<file path="config.mk">
export PLATFORM = sky130hd
export DESIGN_NAME = uart_tx_scheduler
export DESIGN_NICKNAME = d
export VERILOG_FILES = /design/src/rtl/uart_pkg.sv /design/src/rtl/rr_arbiter.sv /design/src/rtl/uart_tx_scheduler.sv
export SDC_FILE = /design/constraint.sdc
export NUM_CORES = 1
export LEC_CHECK = 0
export ABC_AREA = 1
export CAP_MARGIN = 20
export CORE_ASPECT_RATIO = 0.75
export CORE_MARGIN = 2
export CORE_UTILIZATION = 32
export DETAILED_ROUTE_END_ITERATION = 8
export HOLD_SLACK_MARGIN = 0.08
export SLEW_MARGIN = 5
export SYNTH_ARGS = -nofsm -noshare
export SYNTH_HDL_FRONTEND = slang
export SYNTH_SLANG_ARGS = --single-unit
</file>
<file path="constraint.sdc">
create_clock -name clk -period 2.2 [get_ports clk]
set_clock_uncertainty 0.2 [all_clocks]
set_input_delay 0.66 -clock clk [delete_from_list [all_inputs] [get_ports clk]]
set_output_delay 0.66 -clock clk [all_outputs]
set_load 0.1 [all_outputs]
</file>
<file path="src/rtl/uart_pkg.sv">
// Shared UART definitions: data width and scheduler state encodings.
package uart_pkg;

    localparam int unsigned UART_DATA_W = 8;

    localparam logic [2:0] SCH_IDLE      = 3'd0;
    localparam logic [2:0] SCH_LOAD      = 3'd1;
    localparam logic [2:0] SCH_WAIT_BUSY = 3'd2;
    localparam logic [2:0] SCH_WAIT_DONE = 3'd3;
    localparam logic [2:0] SCH_GAP       = 3'd4;

    typedef enum logic [2:0] {
        ST_IDLE      = SCH_IDLE,
        ST_LOAD      = SCH_LOAD,
        ST_WAIT_BUSY = SCH_WAIT_BUSY,
        ST_WAIT_DONE = SCH_WAIT_DONE,
        ST_GAP       = SCH_GAP
    } sch_state_t;

endpackage

</file>
<file path="src/rtl/rr_arbiter.sv">
// Combinational rotate-priority arbiter: first set request at or after ptr wins.
module rr_arbiter #(
    parameter int unsigned N  = 4,
    parameter int unsigned IW = (N > 1) ? $clog2(N) : 1
) (
    input  logic [N-1:0]  req,
    input  logic [IW-1:0] ptr,
    output logic [N-1:0]  gnt,
    output logic [IW-1:0] gnt_idx,
    output logic          any
);

    int unsigned pos;

    always_comb begin
        gnt     = '0;
        gnt_idx = '0;
        any     = 1'b0;
        pos     = 0;
        for (int unsigned i = 0; i < N; i++) begin
            pos = 32'(ptr) + i;
            if (pos >= N) begin
                pos = pos - N;
            end
            if (!any && req[pos[IW-1:0]]) begin
                any                = 1'b1;
                gnt[pos[IW-1:0]]   = 1'b1;
                gnt_idx            = pos[IW-1:0];
            end
        end
    end

endmodule

</file>
<file path="src/rtl/uart_tx_scheduler.sv">
// Round-robin scheduler feeding bytes from NUM_REQ producers into a single UART transmitter.
module uart_tx_scheduler
    import uart_pkg::*;
#(
    parameter int unsigned NUM_REQ       = 4,
    parameter int unsigned GAP_CYCLES    = 1,
    parameter int unsigned START_TIMEOUT = 8
) (
    input  logic                           clk,
    input  logic                           rst,
    input  logic [NUM_REQ-1:0]             req_valid,
    input  logic [NUM_REQ*UART_DATA_W-1:0] req_data,
    output logic [NUM_REQ-1:0]             req_ready,
    output logic [UART_DATA_W-1:0]         tx_p_data,
    output logic                           tx_data_valid,
    input  logic                           tx_busy,
    output logic [$clog2(NUM_REQ)-1:0]     grant_id,
    output logic                           frame_done,
    output logic                           err_no_start
);

    localparam int unsigned IDX_W    = $clog2(NUM_REQ);
    localparam int unsigned TO_W     = (START_TIMEOUT > 1) ? $clog2(START_TIMEOUT) : 1;
    localparam int unsigned GAP_W    = (GAP_CYCLES > 1) ? $clog2(GAP_CYCLES) : 1;
    localparam int unsigned TO_LAST  = START_TIMEOUT - 1;
    localparam int unsigned GAP_LAST = (GAP_CYCLES > 0) ? GAP_CYCLES - 1 : 0;

    sch_state_t             state;
    logic [IDX_W-1:0]       rr_ptr;
    logic [TO_W-1:0]        to_cnt;
    logic [GAP_W-1:0]       gap_cnt;
    logic [NUM_REQ-1:0]     arb_gnt;
    logic [IDX_W-1:0]       arb_idx;
    logic                   arb_any;
    logic [IDX_W-1:0]       next_ptr;
    logic [UART_DATA_W-1:0] req_bytes [NUM_REQ];

    for (genvar g = 0; g < NUM_REQ; g++) begin : g_bytes
        assign req_bytes[g] = req_data[g*UART_DATA_W +: UART_DATA_W];
    end

    rr_arbiter #(.N(NUM_REQ), .IW(IDX_W)) u_arb (
        .req     (req_valid),
        .ptr     (rr_ptr),
        .gnt     (arb_gnt),
        .gnt_idx (arb_idx),
        .any     (arb_any)
    );

    // The last winner drops to lowest priority for the next round.
    assign next_ptr = (grant_id == IDX_W'(NUM_REQ - 1)) ? '0 : grant_id + IDX_W'(1);

    always_ff @(posedge clk) begin
        if (rst) begin
            state         <= ST_IDLE;
            rr_ptr        <= '0;
            to_cnt        <= '0;
            gap_cnt       <= '0;
            req_ready     <= '0;
            tx_p_data     <= '0;
            tx_data_valid <= 1'b0;
            grant_id      <= '0;
            frame_done    <= 1'b0;
            err_no_start  <= 1'b0;
        end else begin
            req_ready     <= '0;
            tx_data_valid <= 1'b0;
            frame_done    <= 1'b0;
            err_no_start  <= 1'b0;
            case (state)
                ST_IDLE: begin
                    if (arb_any && !tx_busy) begin
                        tx_p_data <= req_bytes[arb_idx];
                        grant_id  <= arb_idx;
                        req_ready <= arb_gnt;
                        state     <= ST_LOAD;
                    end
                end
                ST_LOAD: begin
                    tx_data_valid <= 1'b1;
                    to_cnt        <= '0;
                    state         <= ST_WAIT_BUSY;
                end
                ST_WAIT_BUSY: begin
                    if (tx_busy) begin
                        state <= ST_WAIT_DONE;
                    end else if (to_cnt == TO_W'(TO_LAST)) begin
                        // Transmitter never started: the byte is dropped.
                        err_no_start <= 1'b1;
                        rr_ptr       <= next_ptr;
                        state        <= ST_IDLE;
                    end else begin
                        to_cnt <= to_cnt + TO_W'(1);
                    end
                end
                ST_WAIT_DONE: begin
                    if (!tx_busy) begin
                        frame_done <= 1'b1;
                        rr_ptr     <= next_ptr;
                        gap_cnt    <= '0;
                        state      <= (GAP_CYCLES > 0) ? ST_GAP : ST_IDLE;
                    end
                end
                ST_GAP: begin
                    if (gap_cnt == GAP_W'(GAP_LAST)) begin
                        state <= ST_IDLE;
                    end else begin
                        gap_cnt <= gap_cnt + GAP_W'(1);
                    end
                end
                default: state <= ST_IDLE;
            endcase
        end
    end

endmodule

</file>
==> flow_summary.ini, run 1 <==
[critical_path]
r2r-end = tx_p_data[2]
r2r_cells = 12
worst-setup-path-type = input pin to flop
rr_startpoint = rr_ptr[1]
crit_fanout = 8
crit_required_ns = 2.16
r2r_slack_ns = 0.006
endpoint_kind = flop
critPathArrivalTime_ns = 2.16
critPathLaunchType = input pin

[routing]
avgViaCountPerCell = 4.647
highest_layer = met4
drc_errors = 0
drt_iter0_drc = 99
wl_met2_mm = 2.317
drtPass1Iterations = 4
avgRoutedWirePerCell_um = 12.55
ant_nets = 0
vias = 1989
wl_met1_mm = 2.711
wl_met3_um = 306
drt_wl_total_mm = 5.372

[yosys]
synth_flop_cell = dfxtp_1
ys_warn_count = 0
ys_ff_latch = 25
synthDistinctLibCells = 35
async_flop_share_pct = 0
syn_area_per_cell_sq_um = 6.773
yosysSeqAreaShare_pct = 28.53
synth_edf_count = 0
synth_nets = 307
synth_area_sq_um = 1754
synthCells = 259

[timing]
slew_headroom_pct = 81.58
rsz0062_at_grt = yes
drv_slew = 0
setup_viol = 0
period_needed_ns = 2.194
setup_ws_ns = 0.006455
finalCritPeriodShare_pct = 99.71
hold_violations = 0
tightest_slew_ns = 0.2753
fmax_mhz = 455.9

[worst_hold_path]
holdCritStartpoint = to_cnt[0]
hold_depth = 2
min_path_type = flop to flop
hold_end = to_cnt[0]

[floorplan]
num_io_pins = 56
die_area_sq_um = 6096
die_x_um = 89.50
num_rows = 23
initial_utilization_pct = 32.95
die_height_um = 68.12
coreArea_sq_um = 5324

[global_route]
overflow = 0
track_usage_pct = 16.27
grt_max_degree = 14
grt_pass1_wl_mm = 7.645
antenna_found_initial = 0
grt_pass1_vias = 1642

[cts]
clk_path_buf_depth = 2
clock_latency_ns = 0.27
cts_tree = built
postCtsHoldBufs = 0
cts_sinks = 25
cts_htree_levels = 1
cts_buffers = 3
cts-root-buf = clkbuf_8
cts.clk_slew.worst_paths_ns = 0.09

[final_layout]
nFillCells = 458
diodes = 0
post-route-util_pct = 58.05
drive_above_1_share_pct = 34.28
fin_cells = 428
seqCellArea_sq_um = 503.0
fin_nets = 402
area_growth_pct = 76.18
multi_input_area_sq_um = 1291
final_area_sq_um = 3090

[placed_design]
numPortBuffers = 55
dp_slack_ns = -0.7735
placed_cell_area_sq_um = 2808
place.gp.congestion = 0.9025
dpl.hpwl_mm = 4.031
dp_cells = 418

[power_and_ir_drop]
vdd.ir_drop.worst_uv = 519.2
power_density_nw_per_um2 = 811.2
p_leak_uw = 0.001423

[outcome]
status = finished clean

[job]
drv_cap = 0
## how the worst max path moves through the flow
stage               slack, ns         start  cells after the start            to
floorplan                0.03     rr_ptr[1]                     12  tx_p_data[0]
global placement        -0.72  req_valid[1]                     13  tx_p_data[2]
detailed placement      -0.77  req_valid[3]                     13  tx_p_data[2]
CTS                     0.009     rr_ptr[1]                     13  tx_p_data[2]
global route             -0.1     rr_ptr[1]                     15  tx_p_data[5]
finish                  0.006  req_valid[1]                     13  tx_p_data[2]
## through the flow
step                hold WS, ns  setup TNS (ns)  total power, uW
floorplan                0.2555               0             1538
finish                   0.3001               0             2507
detailed placement       0.2892          -7.499             2108
global placement         0.2727          -6.765             2104
global route             0.3217         -0.4547             2648
CTS                      0.3030               0             2427
## cell type report
| cell class | instances | area share (%) |
|---|---|---|
| Inverter | 34 | 4.332 |
| Multi-Input combinational cell | 195 | 41.78 |
| Clock buffer | 4 | 1.457 |
| Tap cell | 75 | 3.036 |
| Sequential cell | 25 | 16.28 |
| Timing Repair Buffer | 95 | 33.12 |
## placed cells by master (no fill, tap or decap), types with 3 or more instances in the layout
cell and n:
nand3_2 3, clkdlybuf4s50_1 34, buf_4 38, nand2_2 20, dfxtp_1 23, inv_2 4
nor2_1 19, nor2_4 3, clkbuf_8 3, nand2_4 10, nand2_1 56, o21ai_0 6
a22oi_1 4, inv_1 28, nand4_1 7, ha_1 8, clkdlybuf4s15_1 3, a21oi_1 7
nor3_1 4, nand3_4 4, nand3_1 19, buf_12 17, a31oi_1 4
## per-layer routing
layer  up-vias  track usage, %
li1       1039               -
met1       877           25.67
met2        69           22.78
met3         4           2.774
met4         0           3.172
met5         -               0
## report_power, final
group	internal, uW	switching [uW]	total (uW)
Sequential	550	97.7	648
Combinational	633	949	1580
Clock	130	147	277
## repair_timing
item	4_1_cts	5_1_grt
endpoints found under the setup margin	15	9
pin swaps	6	27
gates resized for setup	14	44
buffers inserted	1	5
## state kept, by name, indices dropped and copies added, names as in the netlist
register	cells
tx_p_data	8
req_ready	4
state	3
to_cnt	3
grant_id	2
rr_ptr	2
err_no_start	1
frame_done	1
tx_data_valid	1
## logic make-up (layout without fill, tap and decap cells)
kind of cell               after synthesis  in the layout  share of synthesized area, %
AOI/OAI and AO/OA                       32             32                         11.56
adders and majority gates                9              9                         6.420
buffers and inverters                   39            133                         9.058
DFF                                     25             25                         28.53
and+or+nand+nor                        154            154                         44.44
## cell usage after synthesis (all sizes together) (2+ instances only)
cell type,instances,area [sq um]
a21oi,8,40.04
a22oi,4,30.03
a31oi,5,31.28
buf,3,23.77
clkbuf,2,7.510
dfxtp,25,500.5
ha,9,112.6
inv,34,127.6
nand2,86,375.4
nand3,26,157.7
nand4,7,43.79
nor2,24,132.6
nor3,4,20.02
nor3b,4,30.03
o211ai,2,15.01
o21a,2,15.01
o21ai,7,38.79
or2,2,12.52
## critical path, cell delays in order
cell,delay (ns)
clkdlybuf4s15_1,0.19
inv_1,0.07
nand2_2,0.07
buf_4,0.14
nand3_2,0.07
nand2_2,0.06
a21oi_2,0.16
nand2_2,0.09
nand3_4,0.12
buf_6,0.15
nor2_4,0.04
nor3b_4,0.23
nor2_1,0.07
Note: power is estimated with default switching activity, not from simulation.
==> run 2, diff against run 1 <==
--- a/config.mk
+++ b/config.mk
@@ -11,7 +11,10 @@
 export CORE_MARGIN = 2
 export CORE_UTILIZATION = 32
 export DETAILED_ROUTE_END_ITERATION = 8
+export DONT_BUFFER_PORTS = 1
+export GPL_TIMING_DRIVEN = 0
 export HOLD_SLACK_MARGIN = 0.08
+export MAX_ROUTING_LAYER = met4
 export SLEW_MARGIN = 5
 export SYNTH_ARGS = -nofsm -noshare
 export SYNTH_HDL_FRONTEND = slang
==> run 2 against run 1 <==
Net effect:
- routed wire length shrank 16%
- non-clock buffer count shrank 69
- die area is the same
- clock power grew 4%
- critical path type is now flop to flop
- largest cell class unchanged
- hold slack lost 0.0065 ns
- sequential share of layout area grew 6.7 points
- worst setup slack gained 0.011 ns
==> flow_summary.ini, run 2 (synthesized netlist as in run 1, its figures left out) <==
[outcome]
status = finished clean

[power_and_ir_drop]
power_density_nw_per_um2 = 950.4
p_leak_uw = 0.001051
power_uw = 2108
vdd.ir_drop.worst_uv = 545.7

[worst_hold_path]
min_path_type = flop to flop
hold_depth = 2

[cts]
cts_sinks = 25
cts_buffers = 3
cts_tree = built
cts_htree_levels = 1
clk_path_buf_depth = 2
cts.clk_slew.worst_paths_ns = 0.10
clock_latency_ns = 0.28
cts-root-buf = clkbuf_8

[routing]
drc_errors = 0
avgRoutedWirePerCell_um = 12.60
drt_iter0_drc = 75
vias = 1724
drtPass1Iterations = 4
ant_nets = 0
avgViaCountPerCell = 4.802
drt_wl_total_mm = 4.525

[final_layout]
drive_above_1_share_pct = 27.82
final_common_cell = nand2_1
multi_input_area_sq_um = 1221
nFillCells = 552
seqCellArea_sq_um = 510.5
final_area_sq_um = 2218
largest-register = tx_p_data
most-common-layout-cells = nand2_1, inv_1, dfxtp_1
area_growth_pct = 26.46
fin_nets = 333
top_regs = tx_p_data: 8 flops, req_ready: 4 flops
diodes = 0
largest_register_ff_count = 8

[global_route]
grt_pass1_vias = 1412
antenna_found_initial = 0
track_usage_pct = 14.51
grt_max_degree = 16
overflow = 0
grt_pass1_wl_mm = 6.630

[floorplan]
num_io_pins = 56
die_area_sq_um = 6096
num_rows = 23
die_height_um = 68.12
coreArea_sq_um = 5324
die_x_um = 89.50
initial_utilization_pct = 32.95

[critical_path]
worst-setup-path-type = flop to flop
critPathLaunchType = flop
critPathArrivalTime_ns = 2.16
r2r_cells = 12
crit_fanout = 7
crit_required_ns = 2.18
endpoint_kind = flop

[placed_design]
dpl.hpwl_mm = 3.248
placed_cell_area_sq_um = 1863
place.gp.congestion = 0.8638
numPortBuffers = 0
dp_slack_ns = -0.3900

[timing]
hold_violations = 0
fmax_mhz = 458.3
finalCritPeriodShare_pct = 99.19
rsz0062_at_grt = yes
setup_ws_ns = 0.01779
setup_viol = 0
tightest_slew_ns = 0.9982
hold_slack_ns = 0.2936
period_needed_ns = 2.182
drv_slew = 0
slew_headroom_pct = 33.36

[job]
drv_cap = 0
## run 2: changes by cell type in the layout (fill, tap and decap cells not counted), moves of 4 or more
cell / before / now
clkdlybuf4s50_1: 34 / 0
buf_4: 38 / 18
buf_12: 17 / 0
nand2_1: 56 / 65
nand2_2: 20 / 13
nand3_2: 3 / 7
## run 2: worst paths after layout
check / start / end / slack, ns
max: rr_ptr[0] / tx_p_data[5] / 0.02
min: to_cnt[0] / to_cnt[0] / 0.29
min reg2reg: to_cnt[0] / to_cnt[0] / 0.29
max reg2reg: rr_ptr[0] / tx_p_data[5] / 0.02
## run 2: per-stage QoR
stage	setup TNS [ns]	std cells	utilization (%)
after floorplan	0	259	-
after global placement	-3.229	334	34.99
after detailed placement	-2.901	334	34.99
after CTS	0	346	38.35
after global routing	-0.2675	359	41.67
final	0	359	41.67
## run 2: final cells by class
class,count,share of cell area [%]
timing repair buffer,21,7.332
buffer,5,1.748
clock buffer,3,1.861
sequential,25,23.01
clock inverter,1,0.3384
multi-input combinational,195,55.05
inverter,34,6.430
tap,75,4.230
## run 2: layer usage
metal / up-vias / part of all wire (%) / track usage [%]
li1: 902 / - / -
met1: 783 / 49 / 20.07
met2: 34 / 45 / 20.74
met3: 5 / 4.8 / 3.619
met4: 0 / 1.2 / 4.478
met5: - / 0 / -
## run 2: worst max-delay path, stage by stage (launching register included)
cell and delay (ns):
dfxtp_4 0.39, inv_8 0.05, ha_4 0.32, buf_4 0.13
nand3_1 0.07, nand2_2 0.09, a21oi_2 0.06, nand2_2 0.11
nand3_4 0.12, buf_2 0.17, or2_0 0.21, o211ai_1 0.10
nand2_1 0.07
## run 2: where the power goes
part           internal (uW)  total (uW)  switching [uW]  leakage [uW]
Clock                    129         288             160     0.0000217
Combinational            310         774             463      0.000822
Sequential               549        1050             497      0.000207
## run 2: timing repair
item | 4_1_cts | 5_1_grt
endpoints found under the setup margin | 14 | 12
pin swaps | 10 | 16
hold buffers | 0 | 0
setup buffers | 8 | 12
gates cloned | 0 | 1
resized for setup | 20 | 22
